$ cat src/rtl/ctrl_pkg.sv
// Shared encodings for the multicycle controller: FSM states, opcode classes,
// opcode numbers, mux selects, fault codes and ALU operations.
package ctrl_pkg;

  localparam int unsigned CNT_W = 8;

  typedef enum logic [2:0] {
    ST_RESET,
    ST_FETCH,
    ST_DECODE,
    ST_EXEC,
    ST_MEM,
    ST_WB,
    ST_TRAP
  } state_t;

  // Instruction class produced by the decode table; steers EXEC/MEM/WB sequencing.
  typedef enum logic [2:0] {
    K_ALU,
    K_LOAD,
    K_STORE,
    K_BRANCH,
    K_JUMP,
    K_ILLEGAL
  } op_kind_t;

  // Opcodes 0..7 are register ALU ops whose ALU code is the low opcode bits.
  localparam int unsigned OP_LSL = 7;
  localparam int unsigned OP_ADI = 8;
  localparam int unsigned OP_SWP = 9;
  localparam int unsigned OP_LDW = 10;
  localparam int unsigned OP_STW = 11;
  localparam int unsigned OP_BRZ = 12;
  localparam int unsigned OP_JAL = 13;

  localparam logic [1:0] PC_NEXT   = 2'b00;
  localparam logic [1:0] PC_BRANCH = 2'b01;
  localparam logic [1:0] PC_JUMP   = 2'b10;

  localparam logic [1:0] SRC_A_RS    = 2'b00;
  localparam logic [1:0] SRC_A_RS_HI = 2'b10;

  localparam logic [1:0] SRC_B_RT    = 2'b00;
  localparam logic [1:0] SRC_B_IMM   = 2'b01;
  localparam logic [1:0] SRC_B_RT_LO = 2'b10;
  localparam logic [1:0] SRC_B_ZERO  = 2'b11;

  localparam logic [1:0] DST_NONE = 2'b00;
  localparam logic [1:0] DST_RD   = 2'b01;
  localparam logic [1:0] DST_LINK = 2'b10;

  localparam logic [1:0] WB_ALU  = 2'b00;
  localparam logic [1:0] WB_MEM  = 2'b01;
  localparam logic [1:0] WB_LINK = 2'b10;

  localparam logic [1:0] FAULT_NONE    = 2'b00;
  localparam logic [1:0] FAULT_ILLEGAL = 2'b01;
  localparam logic [1:0] FAULT_TIMEOUT = 2'b10;

  localparam int unsigned ALU_ADD = 0;
  localparam int unsigned ALU_SUB = 1;

endpackage

$ cat src/rtl/multicycle_ctrl_if.sv
// Controller <-> datapath/memory bundle: opcode/flags/handshake in, control strobes out.
interface multicycle_ctrl_if #(
  parameter int unsigned OPC_W   = 4,
  parameter int unsigned ALUOP_W = 3
);
  logic [OPC_W-1:0]   opcode;
  logic               zero;
  logic               mem_ready;
  logic               ir_load;
  logic               pc_en;
  logic [1:0]         pc_src;
  logic               iord;
  logic [ALUOP_W-1:0] alu_op;
  logic [1:0]         alu_src_a;
  logic [1:0]         alu_src_b;
  logic [1:0]         reg_dst;
  logic [1:0]         mem_to_reg;
  logic               mem_read;
  logic               mem_write;
  logic               reg_write;
  logic               sign_ext;
  logic [1:0]         fault;
  logic               busy;

  modport master (
    input  opcode, zero, mem_ready,
    output ir_load, pc_en, pc_src, iord, alu_op, alu_src_a, alu_src_b,
           reg_dst, mem_to_reg, mem_read, mem_write, reg_write, sign_ext,
           fault, busy
  );

  modport slave (
    output opcode, zero, mem_ready,
    input  ir_load, pc_en, pc_src, iord, alu_op, alu_src_a, alu_src_b,
           reg_dst, mem_to_reg, mem_read, mem_write, reg_write, sign_ext,
           fault, busy
  );
endinterface

$ cat src/rtl/ctrl_decode.sv
// Combinational opcode table: instruction class plus the ALU controls used in EXEC/MEM.
module ctrl_decode
  import ctrl_pkg::*;
#(
  parameter int unsigned OPC_W   = 4,
  parameter int unsigned ALUOP_W = 3
) (
  input  logic [OPC_W-1:0]   opcode,
  output op_kind_t           kind,
  output logic [ALUOP_W-1:0] alu_op,
  output logic [1:0]         alu_src_a,
  output logic [1:0]         alu_src_b,
  output logic               sign_ext
);

  always_comb begin
    kind      = K_ILLEGAL;
    alu_op    = ALUOP_W'(ALU_ADD);
    alu_src_a = SRC_A_RS;
    alu_src_b = SRC_B_RT;
    sign_ext  = 1'b0;
    if (opcode <= OPC_W'(OP_LSL)) begin
      kind   = K_ALU;
      alu_op = ALUOP_W'(opcode[2:0]);
    end else begin
      case (opcode)
        OPC_W'(OP_ADI): begin
          kind      = K_ALU;
          alu_src_b = SRC_B_IMM;
        end
        OPC_W'(OP_SWP): begin
          kind      = K_ALU;
          alu_src_a = SRC_A_RS_HI;
          alu_src_b = SRC_B_RT_LO;
        end
        OPC_W'(OP_LDW): begin
          kind      = K_LOAD;
          alu_src_b = SRC_B_ZERO;
        end
        OPC_W'(OP_STW): begin
          kind      = K_STORE;
          alu_src_b = SRC_B_ZERO;
        end
        OPC_W'(OP_BRZ): begin
          kind     = K_BRANCH;
          alu_op   = ALUOP_W'(ALU_SUB);
          sign_ext = 1'b1;
        end
        OPC_W'(OP_JAL): kind = K_JUMP;
        default:        kind = K_ILLEGAL;
      endcase
    end
  end

endmodule

$ cat src/rtl/multicycle_ctrl.sv
// Multicycle CPU control FSM with memory-wait watchdog and sticky fault reporting.
module multicycle_ctrl
  import ctrl_pkg::*;
#(
  parameter int unsigned OPC_W       = 4,
  parameter int unsigned ALUOP_W     = 3,
  parameter int unsigned MEM_TIMEOUT = 15
) (
  input logic               clk,
  input logic               rst,
  multicycle_ctrl_if.master bus
);

  localparam logic [CNT_W-1:0] WAIT_LAST = CNT_W'(MEM_TIMEOUT - 1);

  state_t             state, state_next;
  logic [OPC_W-1:0]   opcode_q;
  logic [CNT_W-1:0]   wait_cnt;
  logic [1:0]         fault_q, fault_next;
  logic               wait_last;
  op_kind_t           kind;
  logic [ALUOP_W-1:0] dec_alu_op;
  logic [1:0]         dec_src_a, dec_src_b;
  logic               dec_sign_ext;

  ctrl_decode #(.OPC_W(OPC_W), .ALUOP_W(ALUOP_W)) u_decode (
    .opcode    (opcode_q),
    .kind      (kind),
    .alu_op    (dec_alu_op),
    .alu_src_a (dec_src_a),
    .alu_src_b (dec_src_b),
    .sign_ext  (dec_sign_ext)
  );

  assign wait_last = (wait_cnt == WAIT_LAST);

  // Wait counter restarts on every state change, so it is zero on entry to FETCH/MEM.
  always_ff @(posedge clk) begin
    if (rst) begin
      state    <= ST_RESET;
      opcode_q <= '0;
      wait_cnt <= '0;
      fault_q  <= FAULT_NONE;
    end else begin
      state   <= state_next;
      fault_q <= fault_next;
      if (state == ST_FETCH && bus.mem_ready) opcode_q <= bus.opcode;
      if (state_next != state) wait_cnt <= '0;
      else if ((state == ST_FETCH || state == ST_MEM) && !bus.mem_ready)
        wait_cnt <= wait_cnt + CNT_W'(1);
    end
  end

  always_comb begin
    state_next     = state;
    fault_next     = fault_q;
    bus.ir_load    = 1'b0;
    bus.pc_en      = 1'b0;
    bus.pc_src     = PC_NEXT;
    bus.iord       = 1'b0;
    bus.alu_op     = '0;
    bus.alu_src_a  = SRC_A_RS;
    bus.alu_src_b  = SRC_B_RT;
    bus.reg_dst    = DST_NONE;
    bus.mem_to_reg = WB_ALU;
    bus.mem_read   = 1'b0;
    bus.mem_write  = 1'b0;
    bus.reg_write  = 1'b0;
    bus.sign_ext   = 1'b0;
    case (state)
      ST_RESET: state_next = ST_FETCH;
      ST_FETCH: begin
        bus.mem_read = 1'b1;
        if (bus.mem_ready) begin
          bus.ir_load = 1'b1;
          state_next  = ST_DECODE;
        end else if (wait_last) begin
          state_next = ST_TRAP;
          fault_next = FAULT_TIMEOUT;
        end
      end
      ST_DECODE: begin
        if (kind == K_ILLEGAL) begin
          state_next = ST_TRAP;
          fault_next = FAULT_ILLEGAL;
        end else begin
          state_next = ST_EXEC;
        end
      end
      ST_EXEC: begin
        bus.alu_op    = dec_alu_op;
        bus.alu_src_a = dec_src_a;
        bus.alu_src_b = dec_src_b;
        bus.sign_ext  = dec_sign_ext;
        case (kind)
          K_LOAD, K_STORE: state_next = ST_MEM;
          K_BRANCH: begin
            bus.pc_en  = 1'b1;
            bus.pc_src = bus.zero ? PC_BRANCH : PC_NEXT;
            state_next = ST_FETCH;
          end
          K_JUMP: begin
            bus.reg_write  = 1'b1;
            bus.reg_dst    = DST_LINK;
            bus.mem_to_reg = WB_LINK;
            bus.pc_en      = 1'b1;
            bus.pc_src     = PC_JUMP;
            state_next     = ST_FETCH;
          end
          default: state_next = ST_WB;
        endcase
      end
      ST_MEM: begin
        bus.iord      = 1'b1;
        bus.alu_op    = dec_alu_op;
        bus.alu_src_a = dec_src_a;
        bus.alu_src_b = dec_src_b;
        bus.sign_ext  = dec_sign_ext;
        bus.mem_read  = (kind == K_LOAD);
        bus.mem_write = (kind == K_STORE);
        if (bus.mem_ready) begin
          if (kind == K_STORE) begin
            bus.pc_en  = 1'b1;
            state_next = ST_FETCH;
          end else begin
            state_next = ST_WB;
          end
        end else if (wait_last) begin
          state_next = ST_TRAP;
          fault_next = FAULT_TIMEOUT;
        end
      end
      ST_WB: begin
        bus.reg_write  = 1'b1;
        bus.reg_dst    = DST_RD;
        bus.mem_to_reg = (kind == K_LOAD) ? WB_MEM : WB_ALU;
        bus.pc_en      = 1'b1;
        state_next     = ST_FETCH;
      end
      ST_TRAP: state_next = ST_TRAP;
      default: state_next = ST_RESET;
    endcase
  end

  assign bus.fault = fault_q;
  assign bus.busy  = (state != ST_FETCH);

endmodule

$ cat src/flat_wrapper.sv
// flat-port wrapper written by rule: the top's interface ports become plain ports
module multicycle_ctrl_flat import ctrl_pkg::*;
#(
  parameter int unsigned OPC_W       = 4,
  parameter int unsigned ALUOP_W     = 3,
  parameter int unsigned MEM_TIMEOUT = 15
)
  (clk, rst, bus_opcode, bus_zero, bus_mem_ready, bus_ir_load, bus_pc_en, bus_pc_src, bus_iord, bus_alu_op, bus_alu_src_a, bus_alu_src_b, bus_reg_dst, bus_mem_to_reg, bus_mem_read, bus_mem_write, bus_reg_write, bus_sign_ext, bus_fault, bus_busy);
  multicycle_ctrl_if #(.OPC_W(OPC_W), .ALUOP_W(ALUOP_W)) bus_i ();
  input logic clk;
  input logic rst;
  input wire logic [$bits(bus_i.opcode)-1:0] bus_opcode;
  input wire logic [$bits(bus_i.zero)-1:0] bus_zero;
  input wire logic [$bits(bus_i.mem_ready)-1:0] bus_mem_ready;
  output wire logic [$bits(bus_i.ir_load)-1:0] bus_ir_load;
  output wire logic [$bits(bus_i.pc_en)-1:0] bus_pc_en;
  output wire logic [$bits(bus_i.pc_src)-1:0] bus_pc_src;
  output wire logic [$bits(bus_i.iord)-1:0] bus_iord;
  output wire logic [$bits(bus_i.alu_op)-1:0] bus_alu_op;
  output wire logic [$bits(bus_i.alu_src_a)-1:0] bus_alu_src_a;
  output wire logic [$bits(bus_i.alu_src_b)-1:0] bus_alu_src_b;
  output wire logic [$bits(bus_i.reg_dst)-1:0] bus_reg_dst;
  output wire logic [$bits(bus_i.mem_to_reg)-1:0] bus_mem_to_reg;
  output wire logic [$bits(bus_i.mem_read)-1:0] bus_mem_read;
  output wire logic [$bits(bus_i.mem_write)-1:0] bus_mem_write;
  output wire logic [$bits(bus_i.reg_write)-1:0] bus_reg_write;
  output wire logic [$bits(bus_i.sign_ext)-1:0] bus_sign_ext;
  output wire logic [$bits(bus_i.fault)-1:0] bus_fault;
  output wire logic [$bits(bus_i.busy)-1:0] bus_busy;
  assign bus_i.opcode = bus_opcode;
  assign bus_i.zero = bus_zero;
  assign bus_i.mem_ready = bus_mem_ready;
  assign bus_ir_load = bus_i.ir_load;
  assign bus_pc_en = bus_i.pc_en;
  assign bus_pc_src = bus_i.pc_src;
  assign bus_iord = bus_i.iord;
  assign bus_alu_op = bus_i.alu_op;
  assign bus_alu_src_a = bus_i.alu_src_a;
  assign bus_alu_src_b = bus_i.alu_src_b;
  assign bus_reg_dst = bus_i.reg_dst;
  assign bus_mem_to_reg = bus_i.mem_to_reg;
  assign bus_mem_read = bus_i.mem_read;
  assign bus_mem_write = bus_i.mem_write;
  assign bus_reg_write = bus_i.reg_write;
  assign bus_sign_ext = bus_i.sign_ext;
  assign bus_fault = bus_i.fault;
  assign bus_busy = bus_i.busy;
  multicycle_ctrl #(.OPC_W(OPC_W), .ALUOP_W(ALUOP_W), .MEM_TIMEOUT(MEM_TIMEOUT)) u_core (.clk(clk), .rst(rst), .bus(bus_i));
endmodule
$ cat config.mk
export PLATFORM = sky130hd
export DESIGN_NAME = multicycle_ctrl_flat
export DESIGN_NICKNAME = d
export VERILOG_FILES = /design/src/rtl/ctrl_pkg.sv /design/src/rtl/multicycle_ctrl_if.sv /design/src/rtl/ctrl_decode.sv /design/src/rtl/multicycle_ctrl.sv /design/src/flat_wrapper.sv
export SDC_FILE = /design/constraint.sdc
export NUM_CORES = 1
export LEC_CHECK = 0
export CAP_MARGIN = 20
export CORE_MARGIN = 2
export CORE_UTILIZATION = 44
export DETAILED_ROUTE_END_ITERATION = 8
export PLACE_DENSITY = 0.76
export REMOVE_ABC_BUFFERS = 1
export SYNTH_ARGS = -nofsm -noshare
export SYNTH_HDL_FRONTEND = slang
export SYNTH_SLANG_ARGS = --single-unit
$ cat constraint.sdc
create_clock -name clk -period 1.35 [get_ports clk]
set_input_delay 0.135 -clock clk [delete_from_list [all_inputs] [get_ports clk]]
set_output_delay 0.135 -clock clk [all_outputs]
set_load 0.05 [all_outputs]
==> impl_metrics.py, run 1 <==
metrics = {
    "clock_network": {
        "cts-root-to-sink-buffers": 2,
        "cts_buffers": 3,
        "cts_hold_buffers": 0,
        "cts.root.buffer_cell": "clkbuf_4",
        "number_of_clock_sinks_seen_by_cts": 17,
        "cts_htree_levels": 1,
    },
    "run_status": {
        "outcome": "did not finish",
        "stop_stage": "global routing (5_1_grt)",
        "stop_err": "[ERROR DPL-0038] Utilization greater than 100%, impossible to legalize",
    },
    "synth": {
        "synth_async_sr_flop_share": 0,
        "syn-cell-area_um2": 1267,
        "seq_area_frac_synth": 0.2685,
        "syn_inst": 156,
        "synth-seq-cells": 17,
        "synthTopCellsByCount": "nor2_1, dfxtp_1, nand2_1",
        "yosysUniqueCellTypes": 44,
        "yosysMostFrequentCell": "nor2_1",
        "number_of_synthesized_flops_with_an_enable_pin": 0,
        "synth_top_area_cells": "dfxtp_1, nor3_2, nor2_1, xor2_1, a21oi_1",
        "ys_flop_type": "dfxtp_1",
        "synth.avg_cell_area_um2": 8.125,
        "synth-warning-count": 0,
        "yosys.area.top_type": "dfxtp_1",
        "share_of_yosys_cell_area_claimed_by_the_top_area_cell_type": 0.2685,
    },
    "die": {
        "dieWidth_um": 57.67,
        "boundaryPins": 31,
        "initial_cell_density_of_the_core": 0.4596,
        "vert_die_dim_um": 57.67,
        "rows": 19,
    },
    "placement": {
        "pre_cts_ws_ns": -0.4075,
        "numPortBuffers": 29,
        "post-dp-hpwl_mm": 3.162,
        "place_congestion": 0.8881,
    },
    "sta": {
        "timing.grt.repair.worst_endpoint": "bus_alu_src_a[1]",
        "worst_endpoint_kind": "top-level output",
    },
    "global_route": {
        "grt_max_degree": 12,
    },
}
[kinds of logic after synthesis]
group,share of synthesized area
AND/OR/NAND/NOR,0.3613
buffers and inverters,0.06713
flip-flops,0.2685
AO/OA/AOI/OAI,0.1846
multiplexers,0.04047
XOR/XNOR,0.05528
adder cells (fa/ha/maj),0.01974
other,0.002959
[through the flow]
stage                     instances  instance area, um^2
after detailed placement        260                 2155
after floorplan                 144                 1197
after global placement          260                 2155
after CTS                       275                 2595
[timing repair]
item,CTS
setup endpoints to repair,37
buffers inserted,13
resized for setup,86
pin swaps,21
==> run 2, diff against run 1 <==
Settings changed: CORE_AREA from default to 2 2 63 65, CORE_MARGIN 2 to default, CORE_UTILIZATION 44 to default, DIE_AREA from default to 0 0 65 67, PLACE_DENSITY 0.76 to default, PLACE_DENSITY_LB_ADDON from default to 0.15.
Clock period 1.35 ns to 1.8 ns, I/O delays scaled along.
==> run 2 against run 1 <==
Against the previous run: the flow now finishes, with violations (negative setup slack); synthesized cell count did not move; area after synthesis did not move.
==> impl_metrics.py, run 2 <==
metrics = {
    "detailed_routing": {
        "postRouteWirelength_mm": 3.117,
        "dr.first_iter.drc_count": 25,
        "antenna_left": 0,
        "dr.pass1.iters": 4,
        "wl_per_cell_um": 12.72,
        "drc": 0,
        "dr_total_vias": 1212,
        "detail_route.vias_per_cell": 4.947,
    },
    "clock_network": {
        "path_clk_slew_ns": 0.07,
        "cts-root-to-sink-buffers": 2,
        "clock_latency_ns": 0.25,
        "tritoncts": "built",
        "cts_htree_levels": 1,
        "cts.root.buffer_cell": "clkbuf_8",
        "cts_hold_buffers": 0,
        "number_of_clock_sinks_seen_by_cts": 17,
        "cts_buffers": 3,
    },
    "worst_setup_path": {
        "timing.critical_path.buf_inv": 3,
        "cp.arrival_ns": 1.72,
        "worst-path-max-fanout": 4,
        "crit_path_cell_trace": "inv_1 -> and3_4 -> nor2_4 -> or3b_4 -> nor3b_2 -> buf_4 -> buf_12",
        "timing_worst_setup_path_type": "reg -> out",
        "end_kind": "output pin",
        "cpLargestDelayFamily": "simple AND/OR/NAND/NOR gates",
        "timing.critical_path.slowest_stage_cell": "or3b_4",
        "critical_path.startpoint_type": "register",
        "crit_required_ns": 1.62,
        "cp_slowest_stage_delay_ns": 0.39,
    },
    "sta": {
        "setup-tns-final_ns": -0.1646,
        "final_critical_path_setup_slack_ns": -0.1039,
        "clock_skew_ns": 0.003790,
        "rsz0062_at_grt": "true",
        "hold_violations": 0,
        "layout_worst_path_cycle_share": 1.058,
        "setup_viol": 3,
        "final_max_slew_viol_count": 0,
        "post-route-min-period_ns": 1.904,
        "max_clock_freq_mhz": 525.2,
    },
    "placement": {
        "place_area_um2": 1863,
        "numPortBuffers": 29,
        "pre_cts_ws_ns": 0.0007460,
        "post-dp-hpwl_mm": 2.423,
        "place_congestion": 0.8444,
    },
    "synth": {
        "synth_async_sr_flop_share": 0,
        "syn_inst": 156,
        "yosysUniqueCellTypes": 44,
        "number_of_synthesized_flops_with_an_enable_pin": 0,
        "share_of_yosys_cell_area_claimed_by_the_top_area_cell_type": 0.2685,
        "syn-cell-area_um2": 1267,
        "synth-warning-count": 0,
        "synth_top_area_cells": "dfxtp_1, nor3_2, nor2_1, xor2_1, a21oi_1",
        "seq_area_frac_synth": 0.2685,
        "synthTopCellsByCount": "nor2_1, dfxtp_1, nand2_1",
        "synth.avg_cell_area_um2": 8.125,
        "yosysMostFrequentCell": "nor2_1",
        "ys_flop_type": "dfxtp_1",
        "yosys.area.top_type": "dfxtp_1",
        "synth-seq-cells": 17,
    },
    "run_status": {
        "outcome": "complete, but fails checks",
        "failing_checks": "negative setup slack",
    },
    "finish": {
        "insertedDiodeCount": 0,
        "design_area_um2": 1992,
        "top_register": "u_core.wait_cnt",
        "final_cell_mix": "buf_4, buf_12, nor2_1",
        "n_fill_cell": 332,
        "syn2layout_area_growth_pct": 57.16,
        "post_route_cells_drive_above_1_share": 0.3909,
        "reg.largest.list": "u_core.wait_cnt (8), u_core.opcode_q (4), u_core.state (3)",
        "mostFrequentLayoutCell": "buf_4",
        "final-seq-area_um2": 347.8,
        "utilization": 0.5524,
        "finalNetCount": 208,
        "multi_input_area_um2": 890.9,
        "largest_reg_flops": 8,
    },
    "global_route": {
        "grt-ovfl-total": 0,
        "grt.total_usage": 0.1555,
        "first_global_vias": 1143,
        "antenna_violations_before_repair": 0,
        "grt_max_degree": 17,
        "grt_pass1_wl_mm": 5.257,
    },
    "power": {
        "p_total_uw": 1230,
        "power.static_leakage_uw": 0.0007303,
        "vdd_ir_drop_max_mv": 0.5033,
        "power-per-cell-area_nw_per_um2": 617.3,
    },
    "die": {
        "total_die_area_um2": 4355,
        "core_region_area_um2": 3606,
        "rows": 22,
        "dieWidth_um": 65,
        "initial_cell_density_of_the_core": 0.3515,
        "vert_die_dim_um": 67,
        "boundaryPins": 31,
    },
    "worst_hold_path": {
        "hold_path_class": "reg -> reg",
    },
    "job": {
        "max-cap-violations": 0,
    },
}
==> run 2: kinds of logic (layout without fill, tap and decap cells) <==
logic type | Yosys count | in the layout | share of synthesized area
XOR/XNOR | 8 | 8 | 0.05528
flip-flops | 17 | 17 | 0.2685
AO/OA/AOI/OAI | 29 | 29 | 0.1846
adder cells (fa/ha/maj) | 2 | 2 | 0.01974
multiplexers | 5 | 5 | 0.04047
other | 1 | 1 | 0.002959
AND/OR/NAND/NOR | 78 | 78 | 0.3613
buffers and inverters | 16 | 57 | 0.06713
==> run 2: where the power goes <==
part,internal [uW],switching [uW],leakage [uW]
clock network,153,126,0.0000255
registers,398,28.4,0.000140
logic,231,293,0.000565
==> run 2: worst reg2reg max path: cells and delay by family (launching register included) <==
kind | cells | cell delay (ns)
and+or+nand+nor | 3 | 0.45
AOI/OAI and AO/OA | 2 | 0.58
DFF | 1 | 0.33
buffers and inverters | 2 | 0.27
==> run 2: path summary, 6_finish.rpt <==
kind	end	cells after the start	startpoint	slack (ns)
worst max register to register	u_core.wait_cnt[6]$_SDFFE_PP0P_	7	u_core.state[2]$_SDFF_PP0_	0.11
worst min-delay path	u_core.bus.fault[0]$_SDFFE_PP0P_	2	u_core.bus.fault[0]$_SDFFE_PP0P_	0.48
worst min register to register	u_core.bus.fault[0]$_SDFFE_PP0P_	2	u_core.bus.fault[0]$_SDFFE_PP0P_	0.48
worst max-delay path	bus_alu_src_a[1]	7	u_core.state[2]$_SDFF_PP0_	-0.10
==> run 2: repair_timing <==
| item | in CTS | in global routing |
|---|---|---|
| buffers inserted | 2 | 1 |
| pin swaps | 1 | 0 |
| endpoints found under the setup margin | 13 | 14 |
| resized for setup | 17 | 5 |
==> run 2: routing by layer <==
metal  up-vias  global-route usage  share of wire
li1        631                   -              -
met1       559              0.1967           0.48
met2        18              0.2706           0.48
met3         4             0.02365          0.026
met4         0             0.04787          0.011
met5         -                   0              0
==> run 2: stage by stage <==
stage               instances  hold slack [ns]
finish                    245           0.4837
global route              245           0.5114
CTS                       244           0.4892
detailed placement        238           0.4745
global placement          238           0.4742
floorplan                 144           0.2491
==> run 2: cell type report <==
type,count,share of cell area
clock inverter,1,0.002513
tap,48,0.03015
sequential,17,0.1746
inverter,4,0.007538
clock buffer,3,0.02073
timing repair buffer,49,0.3172
multi-input combinational,123,0.4472
(Power assumes the default switching activity.)
==> run 3, diff against run 2 <==
Settings changed: CTS_CLUSTER_SIZE from default to 8, REMOVE_ABC_BUFFERS 1 to default.
==> run 3 against run 2 <==
Against the previous run: the flow still finishes with violations (negative setup slack); total power increased by 3.8%; non-clock buffer count down 1; first-iteration DRC count increased by 48%; sequential share of layout area down 0.60 points; critical path depth is 2 lower; utilization is 2.0 points higher; cell count fell by 0.41%; count of clock-buffer cells in the layout unchanged; critical endpoint unchanged.
==> impl_metrics.py, run 3 (synthesized netlist as in run 2, its figures left out) <==
metrics = {
    "run_status": {
        "outcome": "complete, but fails checks",
        "failing_checks": "negative setup slack",
    },
    "global_route": {
        "grt_pass1_wl_mm": 6.044,
        "grt_max_degree": 17,
        "first_global_vias": 1262,
        "antenna_violations_before_repair": 0,
        "grt.total_usage": 0.1786,
        "grt-ovfl-total": 0,
    },
    "die": {
        "vert_die_dim_um": 67,
        "rows": 22,
        "boundaryPins": 31,
        "core_region_area_um2": 3606,
        "initial_cell_density_of_the_core": 0.3515,
        "dieWidth_um": 65,
        "total_die_area_um2": 4355,
    },
    "finish": {
        "insertedDiodeCount": 0,
        "syn2layout_area_growth_pct": 62.78,
        "finalNetCount": 207,
        "design_area_um2": 2063,
        "final_cell_mix": "buf_12, buf_4, nor2_1",
        "top_register": "u_core.wait_cnt",
        "post_route_cells_drive_above_1_share": 0.4235,
        "final_standard_cell_count_with_taps_included_and_fillers_excluded": 244,
        "largest_reg_flops": 8,
        "utilization": 0.5722,
        "reg.largest.list": "u_core.wait_cnt (8), u_core.opcode_q (4), u_core.state (3)",
        "mostFrequentLayoutCell": "buf_12",
    },
    "power": {
        "power-per-cell-area_nw_per_um2": 618.5,
        "power.static_leakage_uw": 0.0007429,
        "vdd_ir_drop_max_mv": 0.5620,
    },
    "worst_setup_path": {
        "r2r_setup_slack_ns": 0.15,
        "startpoint": "u_core.state[1]$_SDFF_PP0_",
        "worstReg2RegStart": "u_core.state[0]$_SDFF_PP0_",
        "crit_cells": 5,
        "cpLargestDelayFamily": "simple AND/OR/NAND/NOR gates",
        "r2r.worst_path.cells": 6,
        "cp_slowest_stage_delay_ns": 0.41,
        "critical_path.endpoint": "bus_alu_src_a[1]",
        "cp.arrival_ns": 1.69,
        "worst_r2r_endpoint": "u_core.wait_cnt[2]$_SDFFE_PP0P_",
        "crit_required_ns": 1.62,
        "timing.critical_path.buf_inv": 1,
        "end_kind": "output pin",
        "critical_path.startpoint_type": "register",
        "crit_path_cell_trace": "and3_4 -> nor2_4 -> or3b_4 -> nor3b_4 -> buf_12",
        "worst-path-max-fanout": 3,
        "timing_worst_setup_path_type": "reg -> out",
        "timing.critical_path.slowest_stage_cell": "or3b_4",
    },
    "sta": {
        "setup_viol": 3,
        "post-route-min-period_ns": 1.871,
        "final_max_slew_viol_count": 0,
        "clock_skew_ns": 0.003690,
        "hold_violations": 0,
        "max_slew.worst_pin.slew_ns": 0.4959,
        "layout_worst_path_cycle_share": 1.039,
        "timing.slew.headroom": 0.6684,
        "max_clock_freq_mhz": 534.5,
        "final_critical_path_setup_slack_ns": -0.07089,
        "rsz0062_at_grt": "true",
    },
    "clock_network": {
        "tritoncts": "built",
        "cts_htree_levels": 1,
        "clock_latency_ns": 0.25,
        "cts-root-to-sink-buffers": 2,
        "number_of_clock_sinks_seen_by_cts": 17,
        "cts.root.buffer_cell": "clkbuf_8",
        "path_clk_slew_ns": 0.07,
        "cts_buffers": 3,
        "cts_hold_buffers": 0,
    },
    "detailed_routing": {
        "detail_route.vias_per_cell": 5.197,
        "dr.first_iter.drc_count": 37,
        "dr.pass1.iters": 4,
        "drc": 0,
        "wl_per_cell_um": 13.99,
        "antenna_left": 0,
        "dr_total_vias": 1268,
        "postRouteWirelength_mm": 3.413,
    },
    "worst_hold_path": {
        "hold_start": "u_core.bus.fault[0]$_SDFFE_PP0P_",
        "hold_path_class": "reg -> reg",
    },
    "placement": {
        "place_area_um2": 1954,
        "numPortBuffers": 29,
        "numPlacedInstances": 238,
        "place_congestion": 0.9083,
        "post-dp-hpwl_mm": 2.756,
        "pre_cts_ws_ns": -0.01704,
    },
    "synth": {
        "postSynthNetCount": 166,
    },
    "job": {
        "max-cap-violations": 0,
    },
}
## run 3: cell types whose count changed in the layout (fill, tap and decap cells not counted), sizes merged
cell  change
buf       -1
## run 3: worst register-to-register path: cells and delay by family, from the launching register on
kind	cells	cell delay [ns]
compound gates	2	0.62
simple gates	3	0.42
flops	1	0.34
buf+inv	1	0.19
## run 3: cell type report
| type | count | area, um^2 |
|---|---|---|
| clock inverter | 1 | 5.005 |
| timing repair buffer | 48 | 640.6 |
| fill | 312 | 1543 |
| multi-input combinational | 123 | 953.4 |
| clock buffer | 3 | 41.29 |
| tap | 48 | 60.06 |
| sequential | 17 | 347.8 |
| inverter | 4 | 15.01 |
## run 3: stage by stage
step	hold WS (ns)	power [uW]	TNS (ns)
floorplan	0.3274	787.8	-1.842
global placement	0.4725	951.6	0
detailed placement	0.5029	963.4	-0.01960
CTS	0.5155	1264	-0.1092
global route	0.5279	1348	-0.3658
finish	0.5117	1276	-0.09269
## run 3: where the power goes
group / total, uW / internal (uW) / leakage (uW) / switching, uW
clock: 287 / 154 / 0.0000255 / 133
sequential: 425 / 398 / 0.000140 / 27.3
combinational: 564 / 250 / 0.000577 / 314
## run 3: layer usage
metal	vias up	track usage	routed length, um
li1	625	-	-
met2	32	0.3286	1787
met3	6	0.02365	98
met5	-	0	0
met4	0	0.05851	57
met1	605	0.2126	1470
## run 3: worst min-delay path by stage
stage	endpoint	slack (ns)	depth (start not counted)
finish	u_core.bus.fault[0]$_SDFFE_PP0P_	0.51	2
global route	u_core.bus.fault[0]$_SDFFE_PP0P_	0.53	2
CTS	u_core.bus.fault[0]$_SDFFE_PP0P_	0.52	2
detailed placement	u_core.bus.fault[0]$_SDFFE_PP0P_	0.50	2
global placement	u_core.bus.fault[0]$_SDFFE_PP0P_	0.47	2
floorplan	u_core.opcode_q[0]$_SDFFE_PP0P_	0.33	2
## run 3: repair_timing
action                                  CTS  global route
buffers inserted                          1             1
gates resized for setup                   9             8
pin swaps                                 5             1
endpoints found under the setup margin   15            10
hold endpoints to repair                  0             0
